**config.mk**
```make
export PLATFORM = sky130hd
export DESIGN_NAME = eth_pkt_fifo_reader
export DESIGN_NICKNAME = d
export VERILOG_FILES = /design/src/rtl/eth_pkt_pkg.sv /design/src/rtl/eth_pkt_fifo_reader.sv
export SDC_FILE = /design/constraint.sdc
export NUM_CORES = 1
export LEC_CHECK = 0
export CORE_ASPECT_RATIO = 2
export CORE_MARGIN = 2
export CORE_UTILIZATION = 25
export CTS_CLUSTER_SIZE = 25
export DETAILED_ROUTE_END_ITERATION = 16
export HOLD_SLACK_MARGIN = 0.06
export SLEW_MARGIN = 20
export SYNTH_ARGS = -nofsm -noshare
export SYNTH_HDL_FRONTEND = slang
export SYNTH_SLANG_ARGS = --single-unit
```
**constraint.sdc**
```tcl
create_clock -name rd_clk -period 4.95 [get_ports rd_clk]
set_clock_uncertainty 0.05 [all_clocks]
set_input_delay 0.99 -clock rd_clk [delete_from_list [all_inputs] [get_ports rd_clk]]
set_output_delay 0.99 -clock rd_clk [all_outputs]
set_load 0.005 [all_outputs]
```
**src/rtl/eth_pkt_pkg.sv**
```systemverilog
// Shared definitions for the Ethernet packet FIFO read-side framer:
// header field position, word-count width, FSM encoding and keep lookup.
package eth_pkt_pkg;

  localparam int unsigned LEN_LSB = 0;
  localparam int unsigned LEN_W   = 16;
  localparam int unsigned WCNT_W  = 14;
  localparam int unsigned KEEP_W  = 4;
  localparam int unsigned CNT_W   = 16;

  localparam logic [1:0] ST_IDLE = 2'd0;
  localparam logic [1:0] ST_WAIT = 2'd1;
  localparam logic [1:0] ST_SEND = 2'd2;
  localparam logic [1:0] ST_DROP = 2'd3;

  // Byte-lane mask of the final word, from LEN modulo 4.
  function automatic logic [KEEP_W-1:0] keep_from_len(input logic [1:0] len_lsbs);
    case (len_lsbs)
      2'd1:    keep_from_len = 4'b0001;
      2'd2:    keep_from_len = 4'b0011;
      2'd3:    keep_from_len = 4'b0111;
      default: keep_from_len = 4'b1111;
    endcase
  endfunction

endpackage

```
**src/rtl/eth_pkt_fifo_reader.sv**
```systemverilog
// Pops length-prefixed packets from a show-ahead FIFO and frames them as a
// valid/ready stream with keep/last; packets start only once fully resident.
module eth_pkt_fifo_reader
  import eth_pkt_pkg::*;
#(
  parameter int unsigned DATA_WIDTH = 32,
  parameter int unsigned ADDR_WIDTH = 10,
  parameter int unsigned MAX_LEN    = 1536
) (
  input  logic                  rd_clk,
  input  logic                  rd_rst,
  input  logic [DATA_WIDTH-1:0] fifo_rd_data,
  input  logic                  fifo_empty,
  input  logic [ADDR_WIDTH:0]   fifo_rd_water_level,
  output logic                  fifo_rd_en,
  output logic [DATA_WIDTH-1:0] m_data,
  output logic [KEEP_W-1:0]     m_keep,
  output logic                  m_last,
  output logic                  m_valid,
  input  logic                  m_ready,
  output logic                  err_len,
  output logic [CNT_W-1:0]      pkt_cnt,
  output logic [CNT_W-1:0]      drop_cnt
);

  logic [1:0]            r_state,     w_nxt_state;
  logic [WCNT_W-1:0]     r_remaining, w_nxt_remaining;
  logic [LEN_W-1:0]      r_len,       w_nxt_len;
  logic [DATA_WIDTH-1:0] r_data,      w_nxt_data;
  logic [KEEP_W-1:0]     r_keep,      w_nxt_keep;
  logic                  r_last,      w_nxt_last;
  logic                  r_valid,     w_nxt_valid;
  logic                  r_err,       w_nxt_err;
  logic [CNT_W-1:0]      r_pkt_cnt,   w_nxt_pkt_cnt;
  logic [CNT_W-1:0]      r_drop_cnt,  w_nxt_drop_cnt;

  logic [LEN_W-1:0]  w_hdr_len;
  logic [WCNT_W-1:0] w_hdr_words;
  logic              w_level_ok;
  logic              w_load_ok;

  assign w_hdr_len   = fifo_rd_data[LEN_LSB +: LEN_W];
  assign w_hdr_words = WCNT_W'((32'(w_hdr_len) + 32'd3) >> 2);
  assign w_level_ok  = 32'(fifo_rd_water_level) >= 32'(r_remaining);
  assign w_load_ok   = !r_valid || m_ready;

  always_ff @(posedge rd_clk) begin
    if (rd_rst) begin
      r_state     <= ST_IDLE;
      r_remaining <= '0;
      r_len       <= '0;
      r_data      <= '0;
      r_keep      <= '0;
      r_last      <= 1'b0;
      r_valid     <= 1'b0;
      r_err       <= 1'b0;
      r_pkt_cnt   <= '0;
      r_drop_cnt  <= '0;
    end else begin
      r_state     <= w_nxt_state;
      r_remaining <= w_nxt_remaining;
      r_len       <= w_nxt_len;
      r_data      <= w_nxt_data;
      r_keep      <= w_nxt_keep;
      r_last      <= w_nxt_last;
      r_valid     <= w_nxt_valid;
      r_err       <= w_nxt_err;
      r_pkt_cnt   <= w_nxt_pkt_cnt;
      r_drop_cnt  <= w_nxt_drop_cnt;
    end
  end

  always_comb begin
    w_nxt_state     = r_state;
    w_nxt_remaining = r_remaining;
    w_nxt_len       = r_len;
    w_nxt_data      = r_data;
    w_nxt_keep      = r_keep;
    w_nxt_last      = r_last;
    w_nxt_valid     = r_valid;
    w_nxt_err       = 1'b0;
    w_nxt_pkt_cnt   = r_pkt_cnt;
    w_nxt_drop_cnt  = r_drop_cnt;
    fifo_rd_en      = 1'b0;

    if (r_valid && m_ready) begin
      w_nxt_valid = 1'b0;
    end

    case (r_state)
      ST_IDLE: begin
        if (!fifo_empty) begin
          fifo_rd_en      = 1'b1;
          w_nxt_len       = w_hdr_len;
          w_nxt_remaining = w_hdr_words;
          if (w_hdr_len == '0) begin
            w_nxt_err      = 1'b1;
            w_nxt_drop_cnt = r_drop_cnt + CNT_W'(1);
          end else if (32'(w_hdr_len) > 32'(MAX_LEN)) begin
            w_nxt_err   = 1'b1;
            w_nxt_state = ST_DROP;
          end else begin
            w_nxt_state = ST_WAIT;
          end
        end
      end
      ST_WAIT: begin
        if (w_level_ok) begin
          w_nxt_state = ST_SEND;
        end
      end
      ST_SEND: begin
        // A reload may coincide with acceptance of the held word: no bubble.
        if (w_load_ok && !fifo_empty && (r_remaining != '0)) begin
          fifo_rd_en      = 1'b1;
          w_nxt_data      = fifo_rd_data;
          w_nxt_valid     = 1'b1;
          w_nxt_remaining = r_remaining - WCNT_W'(1);
          if (r_remaining == WCNT_W'(1)) begin
            w_nxt_last    = 1'b1;
            w_nxt_keep    = keep_from_len(r_len[1:0]);
            w_nxt_pkt_cnt = r_pkt_cnt + CNT_W'(1);
            w_nxt_state   = ST_IDLE;
          end else begin
            w_nxt_last = 1'b0;
            w_nxt_keep = '1;
          end
        end
      end
      ST_DROP: begin
        // A header whose word count wraps to zero terminates immediately.
        if (r_remaining == '0) begin
          w_nxt_drop_cnt = r_drop_cnt + CNT_W'(1);
          w_nxt_state    = ST_IDLE;
        end else if (!fifo_empty) begin
          fifo_rd_en      = 1'b1;
          w_nxt_remaining = r_remaining - WCNT_W'(1);
          if (r_remaining == WCNT_W'(1)) begin
            w_nxt_drop_cnt = r_drop_cnt + CNT_W'(1);
            w_nxt_state    = ST_IDLE;
          end
        end
      end
      default: begin
        w_nxt_state = ST_IDLE;
      end
    endcase

    if (rd_rst) begin
      fifo_rd_en = 1'b0;
    end
  end

  assign m_data   = r_data;
  assign m_keep   = r_keep;
  assign m_last   = r_last;
  assign m_valid  = r_valid;
  assign err_len  = r_err;
  assign pkt_cnt  = r_pkt_cnt;
  assign drop_cnt = r_drop_cnt;

endmodule

```
# ---- Word level (Yosys, flattened, before mapping)
# Cells that the tools add are included.
dict set report word_totals {
  regBits 89
  in_bits 47
  output_inout_bits 72
}
dict set report classes {
  n_addsub 4
  magnitude_cmp 2
  eq_ne 16
  muxes 33
  n_bitwise 2
  n_reduce_logical 19
}
# cell n
set ops {}
lappend ops {{16-bit two-way mux} 5}
lappend ops {{14-bit two-way mux} 4}
lappend ops {{14-bit case mux with 3 select lines} 1}
lappend ops {{16-bit by 1-bit adder with 16-bit output (second input constant)} 2}
lappend ops {{16-bit case mux with 2 select lines} 1}
lappend ops {{16-bit by 2-bit adder with 16-bit output (second input constant)} 1}
lappend ops {{16-bit by 11-bit > comparator with 1-bit output (second input constant)} 1}
lappend ops {{16-bit logical NOT} 1}
lappend ops {{2-bit two-way mux} 8}
lappend ops {{5-bit AND reduction} 3}
lappend ops {{14-bit by 1-bit equality test with 1-bit output (second input constant)} 1}
lappend ops {{11-bit by 14-bit >= comparator with 1-bit output} 1}
lappend ops {{14-bit logical NOT} 1}
lappend ops {{2-bit != test (second input constant)} 7}
lappend ops {{14-bit nonzero test} 1}
lappend ops {{14-bit by 1-bit subtractor with 14-bit output (second input constant)} 1}
lappend ops {{4-bit case mux with 3 select lines} 1}
lappend ops {{1-bit two-way mux} 10}
lappend ops {{2-bit equality test (second input constant)} 4}
lappend ops {{2-bit case mux with 4 select lines} 1}
lappend ops {{3-bit != test (second input constant)} 2}
lappend ops {{2-bit by 1-bit equality test with 1-bit output (second input constant)} 2}
lappend ops {{4-bit two-way mux} 1}
lappend ops {{2-bit AND reduction} 2}
lappend ops {{other kinds (10)} 14}

# ---- Longest topological paths before layout
# Gate-level depths: netlist (run 1).
dict set report depth {
  ltp_word 7
  ltp_mapped 10
  depth_no_buf 8
}

# ---- Least setup slack after synthesis (run 1)
# OpenSTA, ideal clock, no wires.
dict set report synth_path {
  kind {in2out}
  startpoint {input fifo_empty}
  endpoint {output fifo_rd_en}
  arrival_ns 1.885
  required_ns 3.910
  path_slack_ns 2.025
  path_stages 5
  n_path_buf 1
  path_cell_list {clkbuf_1 -> nor3_1 -> a21o_1 -> nand2_1 -> inv_1}
}
dict set report synth_between {
  elab_chain_cells 6
  elab_cells_between_ends 8
}
# element line_no
set synth_rtl {}
lappend synth_rtl {{start: declaration} eth_pkt_fifo_reader.sv:13} ;# input logic fifo_empty,
lappend synth_rtl {{1-bit logical NOT} n/a}
lappend synth_rtl {{1-bit logical AND (2 in a row)} eth_pkt_fifo_reader.sv:114} ;# if (w_load_ok && !fifo_empty && (r_remaining != '0)) begin
lappend synth_rtl {{1-bit two-way mux} eth_pkt_fifo_reader.sv:114}
lappend synth_rtl {{1-bit case mux with 3 select lines *} eth_pkt_fifo_reader.sv:90} ;# case (r_state)
lappend synth_rtl {{1-bit two-way mux *} eth_pkt_fifo_reader.sv:149} ;# if (rd_rst) begin
lappend synth_rtl {{end: declaration} eth_pkt_fifo_reader.sv:15} ;# output logic fifo_rd_en,
# Mark *: on every way between the ends. The rest lies on a longest branch, timed or not.

# ---- Final worst setup path (run 1)
# Same ends and word-level chain as after synthesis.

==> metrics.md, run 1 <==
| Metric | Value |
|---|---|
| Total grt overflow | `0` |
| Overall power of the completed layout | `2.06 mW` |
| Total of warnings raised by yosys | `0` |
| Clock share of power | `0.329` |
| Crit path max-delay cell type | `clkdlybuf4s50_1` |
| Antenna violations before repair | `0` |
| Relative max-transition margin | `0.271` |
| Crit Path Class | `in -> out` |
| Static Leakage | `2.19 nW` |
| Via count | `4896` |
| Critical Path Fanout Max | `12` |
| Final setup viols | `0` |
| Clock Latency Late Sink | `0.35 ns` |
| Netlist area before placement | `0.00488 mm^2` |
| Global-route wire length before repair | `25.3 mm` |
| Die height | `202 um` |
| Setup tns final | `0 ns` |
| Diode insertion count for antenna repair | `0` |
| Row Count | `72` |
| Initial standard-cell utilization of the core | `0.253` |
| Fraction of the mapped netlist area in adder cells | `0.0436` |
| Slew at the pin closest to its max-slew limit | `1.09 ns` |
| HPWL after DPL | `11.9 mm` |
| Via-to-Cell Ratio | `4.97` |
| GR Util met3 | `0.0292` |
| Number of gates given a new drive strength after cts | `0` |
| DRC errors left | `0` |
| Number of pins exceeding their max-slew limit in the final report | `0` |
| Minimum clock period after layout | `4.24 ns` |
| Combinational family with the most area after synthesis | `simple AND/OR/NAND/NOR gates` |
| Vias in the first global route | `4686` |
| Maximum number of buffers from clock root to sink | `2` |
| Reg power frac | `0.399` |
| Number of buffers and inverters on the critical path | `4` |
| Area fraction in and, or, nand and nor cells after synthesis | `0.280` |
| Core ar. | `0.0193 mm^2` |
| XOR/XNOR Fraction of Synth Area | `0.0251` |
| Class of the worst hold path | `reg -> reg` |
| IO Pins | `119` |
| Routed wirelength normalized by instance count | `16.2 um` |
| Number of distinct library cells after synthesis | `60` |
| VDD IR-drop max | `0.000167 V` |
| TritonCTS sink count | `89` |
| Fraction of registers with async set/reset | `0` |
| Most used flip-flop cell after synthesis | `dfxtp_1` |
| Initial drt markers | `240` |
| All-layer global routing usage | `0.157` |
| Share of final-layout standard cells stronger than drive strength 1 | `0.0606` |
| Switching part of the total | `0.335` |
| Highest clock frequency the design can meet | `0.236 GHz` |
| Met1 usage in global routing | `0.166` |
| Met2 demand-to-capacity share in global routing | `0.284` |
| Synth Net Count | `685` |
| Outcome | `completed` |
| Switching power summed over all nets | `690 uW` |
| Cell internal pwr | `1.37 mW` |
| Final Hold Vio Count | `0` |
| Required time of the worst setup path | `3.91 ns` |
| Final RePlAce weighted congestion | `0.915` |
| Synthesized instance count | `621` |
| Synth Area per Inst | `7.86 um^2` |
| Maxcap violations | `0` |
| Remaining antenna violation count | `0` |
| Max stage delay on crit path | `0.57 ns` |
| Final nets | `785` |
| Post-CTS Setup Inserts | `0` |
| CTS H-Tree Depth | `3` |
| First-pass detailed-route iteration total | `4` |
| Commonest cells after routing, fill and taps aside | `117 x clkdlybuf4s50_1, 97 x nand2_1, 89 x dfxtp_1, 75 x a21oi_1, 39 x nor2_1` |
| Post-route fraction of the period consumed by the critical path | `0.856` |
| Total Wirelength | `16.0 mm` |
| Logic gate share of total power | `0.272` |
| Sequential element share of the synthesized area | `0.365` |
| Busiest metal layer after global routing | `met2` |
| Hold-fix buffers, CTS | `0` |
| Port Buffer Count | `118` |
| Proportion of synthesized area in mux cells | `0.0364` |
| Arrival time at the worst endpoint | `3.20 ns` |
| Family with the most delay on the worst path | `buffers and inverters` |
| Clock tree root buffer cell | `clkbuf_16` |
| Post-synth EDFFs | `0` |
| TritonCTS clock tree | `done` |
| Startpoint Class | `input port` |
| Synthesis-to-layout area growth | `34.7%` |
| Pwr/cell area | `313 mW/mm^2` |
| Die span in x | `103 um` |
| Clock-pin transition on the worst setup and hold timing paths | `0.07 ns` |
| RSZ-0062 raised after global routing | `false` |
| Cell-by-cell trace of the critical path | `clkdlybuf4s50_1 > inv_1 > o21a_1 > a21o_1 > nand2_1 > inv_1 > clkdlybuf4s50_1` |
| Most frequent standard cell in the layout excluding fill and tap cells | `clkdlybuf4s50_1` |
| Die area | `0.0207 mm^2` |
| Pin count of the biggest net entering global routing | `100` |
| Worst Setup End Kind | `output port` |
| TritonCTS Buffers | `9` |
| Compound-Gate Fraction of Synth Area | `0.204` |
| Register bit count reported by yosys | `89` |
[registers in the layout, indices dropped and copies added, names as in the netlist]
register     flops
drop_cnt        16
r_state          2
r_len            2
m_last           1
r_remaining     14
m_valid          1
err_len          1
m_keep           4
m_data          32
pkt_cnt         16
[area by class of cell]
cell class	instances	area (um^2)
inverters	20	75.1
repair buffers	125	1230
flip-flops and latches	89	1780
well taps	259	324
fillers	2092	12700
clock inverters	5	37.5
multi-input cells	476	2870
clock buffers	11	253
[power by group through the flow]
stage          clock [mW]  combinational (mW)  sequential (mW)
6_report            0.678               0.560            0.822
5_1_grt             0.731               0.617            0.831
4_1_cts             0.700               0.563            0.820
3_5_place_dp            0               0.560            0.837
3_3_place_gp            0               0.558            0.836
2_1_floorplan           0               0.360            0.822
[cell families (layout without fill, tap and decap cells)]
logic type	after synthesis	count (layout)
simple gates	265	265
compound gates	164	164
flops	89	89
buf+inv	56	161
fa+ha+maj	17	17
mux	16	16
xor+xnor	14	14
[synthesized netlist by cell type (all sizes together) (12+ instances only)]
master,instances,area [um^2]
o21ai,34,170
clkbuf,32,120
nand2,97,364
nand3,25,130
inv,20,75.1
nand4,22,138
nor2b,14,87.6
mux2,14,158
dfxtp,89,1780
nor3,13,65.1
ha,17,213
a21oi,75,375
or3,12,75.1
nor2,39,146
[per-layer routing]
layer / routed length, um / part of all wire
met5: 0 / 0
met4: 730 / 0.046
met3: 566 / 0.035
met2: 8720 / 0.55
met1: 5980 / 0.37
[per-stage QoR]
stage          std cells  hold slack (ns)  area (um^2)  utilization  worst slack, ns
2_1_floorplan        621            0.398         4880            -             2.03
3_3_place_gp         969            0.391         6280        0.326            0.723
3_5_place_dp         969            0.396         6280        0.326            0.701
4_1_cts              985            0.405         6580        0.341            0.694
5_1_grt              985            0.420         6580        0.341            0.498
6_report             985            0.403         6580        0.341            0.711
[path summary, 6_finish.rpt]
check | from | endpoint | slack (ns) | cells after the start
worst max register to register | r_remaining[0] | r_remaining[0] | 1.84 | 7
worst min register to register | m_data[16] | m_data[16] | 0.40 | 2
worst max-delay path | fifo_empty | fifo_rd_en | 0.71 | 7
worst min-delay path | m_data[16] | m_data[16] | 0.40 | 2
[tightest hold or removal path, delay by kind of cell (launching register included)]
| family | cells | cell delay [ns] |
|---|---|---|
| AO/OA/AOI/OAI | 1 | 0.05 |
| flip-flops | 1 | 0.31 |
| AND/OR/NAND/NOR | 1 | 0.05 |
No activity file was read; power rests on OpenSTA's default activity.
==> inputs of run 2 (changes only) <==
Settings changed: ABC_AREA set to 1.
==> metrics.md, run 2 <==
| Metric | Value |
|---|---|
| Maxcap violations | `0` |
| Worst reg2reg endpoint | `m_data[14]` |
| Top cells by area, synth | `dfxtp_1 36%, nand2_1 14%, a21oi_1 8.2%` |
| Netlist area before placement | `0.00490 mm^2` |
| Cell-by-cell trace of the critical path | `inv_1 > nor2_1 > nand3_4 > nand2_1 > nand2_1 > inv_2 > clkdlybuf4s50_1` |
| Met2 demand-to-capacity share in global routing | `0.292` |
| Initial standard-cell utilization of the core | `0.254` |
| Max stage delay on crit path | `0.74 ns` |
| HPWL after DPL | `11.8 mm` |
| Synth Area per Inst | `6.67 um^2` |
| Clock tree root buffer cell | `clkbuf_16` |
| Arrival time at the worst endpoint | `2.94 ns` |
| End point of the most critical hold path | `m_data[27]` |
| Most frequent standard cell in the layout excluding fill and tap cells | `nand2_1` |
| Worst Setup End Kind | `output port` |
| Via count | `5101` |
| Setup tns final | `0 ns` |
| Cell with the most instances after synthesis | `nand2_1` |
| Final RePlAce weighted congestion | `0.822` |
| Most area-hungry cell type in the Yosys netlist | `dfxtp_1` |
| Hold-fix buffers, CTS | `0` |
| Vias in the first global route | `5074` |
| Synth Net Count | `799` |
| Class of the worst hold path | `reg -> reg` |
| Minimum clock period after layout | `3.98 ns` |
| Slew at the pin closest to its max-slew limit | `0.734 ns` |
| Row Count | `72` |
| Critical Path Fanout Max | `20` |
| Number of flip-flops under the largest register name | `32` |
| Global-route wire length before repair | `24.8 mm` |
| Routed wirelength normalized by instance count | `13.8 um` |
| Post-synth EDFFs | `0` |
| Remaining antenna violation count | `0` |
| Core ar. | `0.0193 mm^2` |
| Synthesis-to-layout area growth | `34.8%` |
| Final nets | `905` |
| Synthesized instance count | `735` |
| All-layer global routing usage | `0.153` |
| Clock Latency Late Sink | `0.35 ns` |
| Die area | `0.0208 mm^2` |
| CTS H-Tree Depth | `3` |
| TritonCTS Buffers | `9` |
| TritonCTS sink count | `89` |
| DRC errors left | `0` |
| Crit path max-delay cell type | `dfxtp_1` |
| Highest clock frequency the design can meet | `0.251 GHz` |
| Busiest metal layer after global routing | `met2` |
| Static Leakage | `2.56 nW` |
| Crit Path Class | `reg -> out` |
| Most used flip-flop cell after synthesis | `dfxtp_1` |
| Fraction of registers with async set/reset | `0` |
| Number of pins exceeding their max-slew limit in the final report | `0` |
| Initial drt markers | `239` |
| First-pass detailed-route iteration total | `4` |
| Pwr/cell area | `414 mW/mm^2` |
| Total of warnings raised by yosys | `0` |
| Die span in x | `103 um` |
| Reg2reg start | `r_state[1]` |
| Depth of the worst register-to-register path | `7` |
| Clock-pin transition on the worst setup and hold timing paths | `0.07 ns` |
| Final-layout fill cell count | `2167` |
| Via-to-Cell Ratio | `4.61` |
| Register bit count reported by yosys | `89` |
| Antenna violations before repair | `1` |
| Maximum number of buffers from clock root to sink | `2` |
| Worst R2R Setup Slack | `1.89 ns` |
| Post-CTS Setup Inserts | `0` |
| Met1 usage in global routing | `0.146` |
| Relative max-transition margin | `0.510` |
| Share of final-layout standard cells stronger than drive strength 1 | `0.0461` |
| Fraction of the core area covered by cells at the end of the flow | `0.343` |
| Sequential element share of the synthesized area | `0.364` |
| Number of distinct library cells after synthesis | `33` |
| Final setup viols | `0` |
| RSZ-0062 raised after global routing | `false` |
| GR Util met3 | `0.0277` |
| Start point of the worst min-delay path | `m_data[27]` |
| Startpoint Class | `register` |
| TritonCTS clock tree | `done` |
| Final Hold Vio Count | `0` |
| Commonest cells post-synth | `183 x nand2_1, 89 x dfxtp_1, 81 x nor2_1` |
| Pin count of the biggest net entering global routing | `52` |
| Outcome | `completed` |
| Number of gates given a new drive strength after cts | `0` |
| Cell mode on critical path | `nand2_1` |
| Port Buffer Count | `118` |
| Die height | `202 um` |
| IO Pins | `119` |
| Required time of the worst setup path | `3.91 ns` |
| Area share of the leading cell type in the synthesized netlist | `0.364` |
| Total Wirelength | `15.3 mm` |
| Post-route fraction of the period consumed by the critical path | `0.804` |
| Commonest cells after routing, fill and taps aside | `183 x nand2_1, 117 x clkdlybuf4s50_1, 89 x dfxtp_1, 81 x nor2_1, 80 x a21oi_1` |
| Worst hold path cell count | `2` |
| Total grt overflow | `0` |
| VDD IR-drop max | `0.000176 V` |
run 2: cell types whose count changed in the layout (fill, tap and decap cells not counted), moves of 8 or more:
cell,change
nand4_1,+8
nand3_1,+21
mux2_2,-8
nor2b_1,-14
nand2_1,+86
inv_1,+55
nor2_1,+42
o21ai_1,+13
and3_1,-8
or3_1,-12
run 2: final cells by class:
class                      count  area [um^2]  area share
timing repair buffer         122         1210       0.183
multi-input combinational    539         2690       0.407
inverter                      80          302      0.0456
clock inverter                 6         73.8      0.0112
tap                          259          324      0.0490
sequential                    89         1780       0.270
antenna                        1         2.50    0.000379
clock buffer                  10          229      0.0346
run 2: cell families after synthesis:
| logic type | Yosys count | synth area share |
|---|---|---|
| buffers and inverters | 107 | 0.0876 |
| and+or+nand+nor | 375 | 0.340 |
| adders and majority gates | 17 | 0.0434 |
| AOI/OAI and AO/OA | 130 | 0.135 |
| DFF | 89 | 0.364 |
| xor gates and xnor gates | 17 | 0.0304 |
run 2: stage by stage:
step	area (um^2)	cells	hold slack, ns	setup slack, ns	power, mW
floorplan	4900	735	0.403	2.07	1.67
global placement	6300	1089	0.398	1.17	2.04
detailed placement	6300	1089	0.407	1.17	2.05
CTS	6610	1105	0.419	0.949	2.78
global route	6610	1106	0.436	0.725	2.96
finish	6610	1106	0.415	0.969	2.74
run 2: routing by layer:
metal  vias up  routed length [um]
li1       2616                   -
met1      2339                5440
met2       115                8590
met3        31                 636
met4         0                 617
met5         -                   0
run 2: worst max path at each step:
stage               slack, ns          to  startpoint  depth (start not counted)
detailed placement       1.17  fifo_rd_en     m_ready                          8
finish                   0.97  fifo_rd_en  r_state[1]                          7
global route             0.72  fifo_rd_en  r_state[1]                          7
CTS                      0.95  fifo_rd_en  r_state[1]                          7
global placement         1.17  fifo_rd_en     m_ready                          8
floorplan                2.07  fifo_rd_en     m_ready                          7
run 2: critical path: cells and delay by family (launching register included):
family                 cells  cell delay [ns]
buffers and inverters      3             1.14
flip-flops                 1             0.74
AND/OR/NAND/NOR            4             0.70
run 2: report_power, final:
| group | switching, mW | internal [mW] | total [mW] |
|---|---|---|---|
| combinational | 0.655 | 0.420 | 1.07 |
| sequential | 0.117 | 0.832 | 0.950 |
| clock | 0.316 | 0.399 | 0.715 |
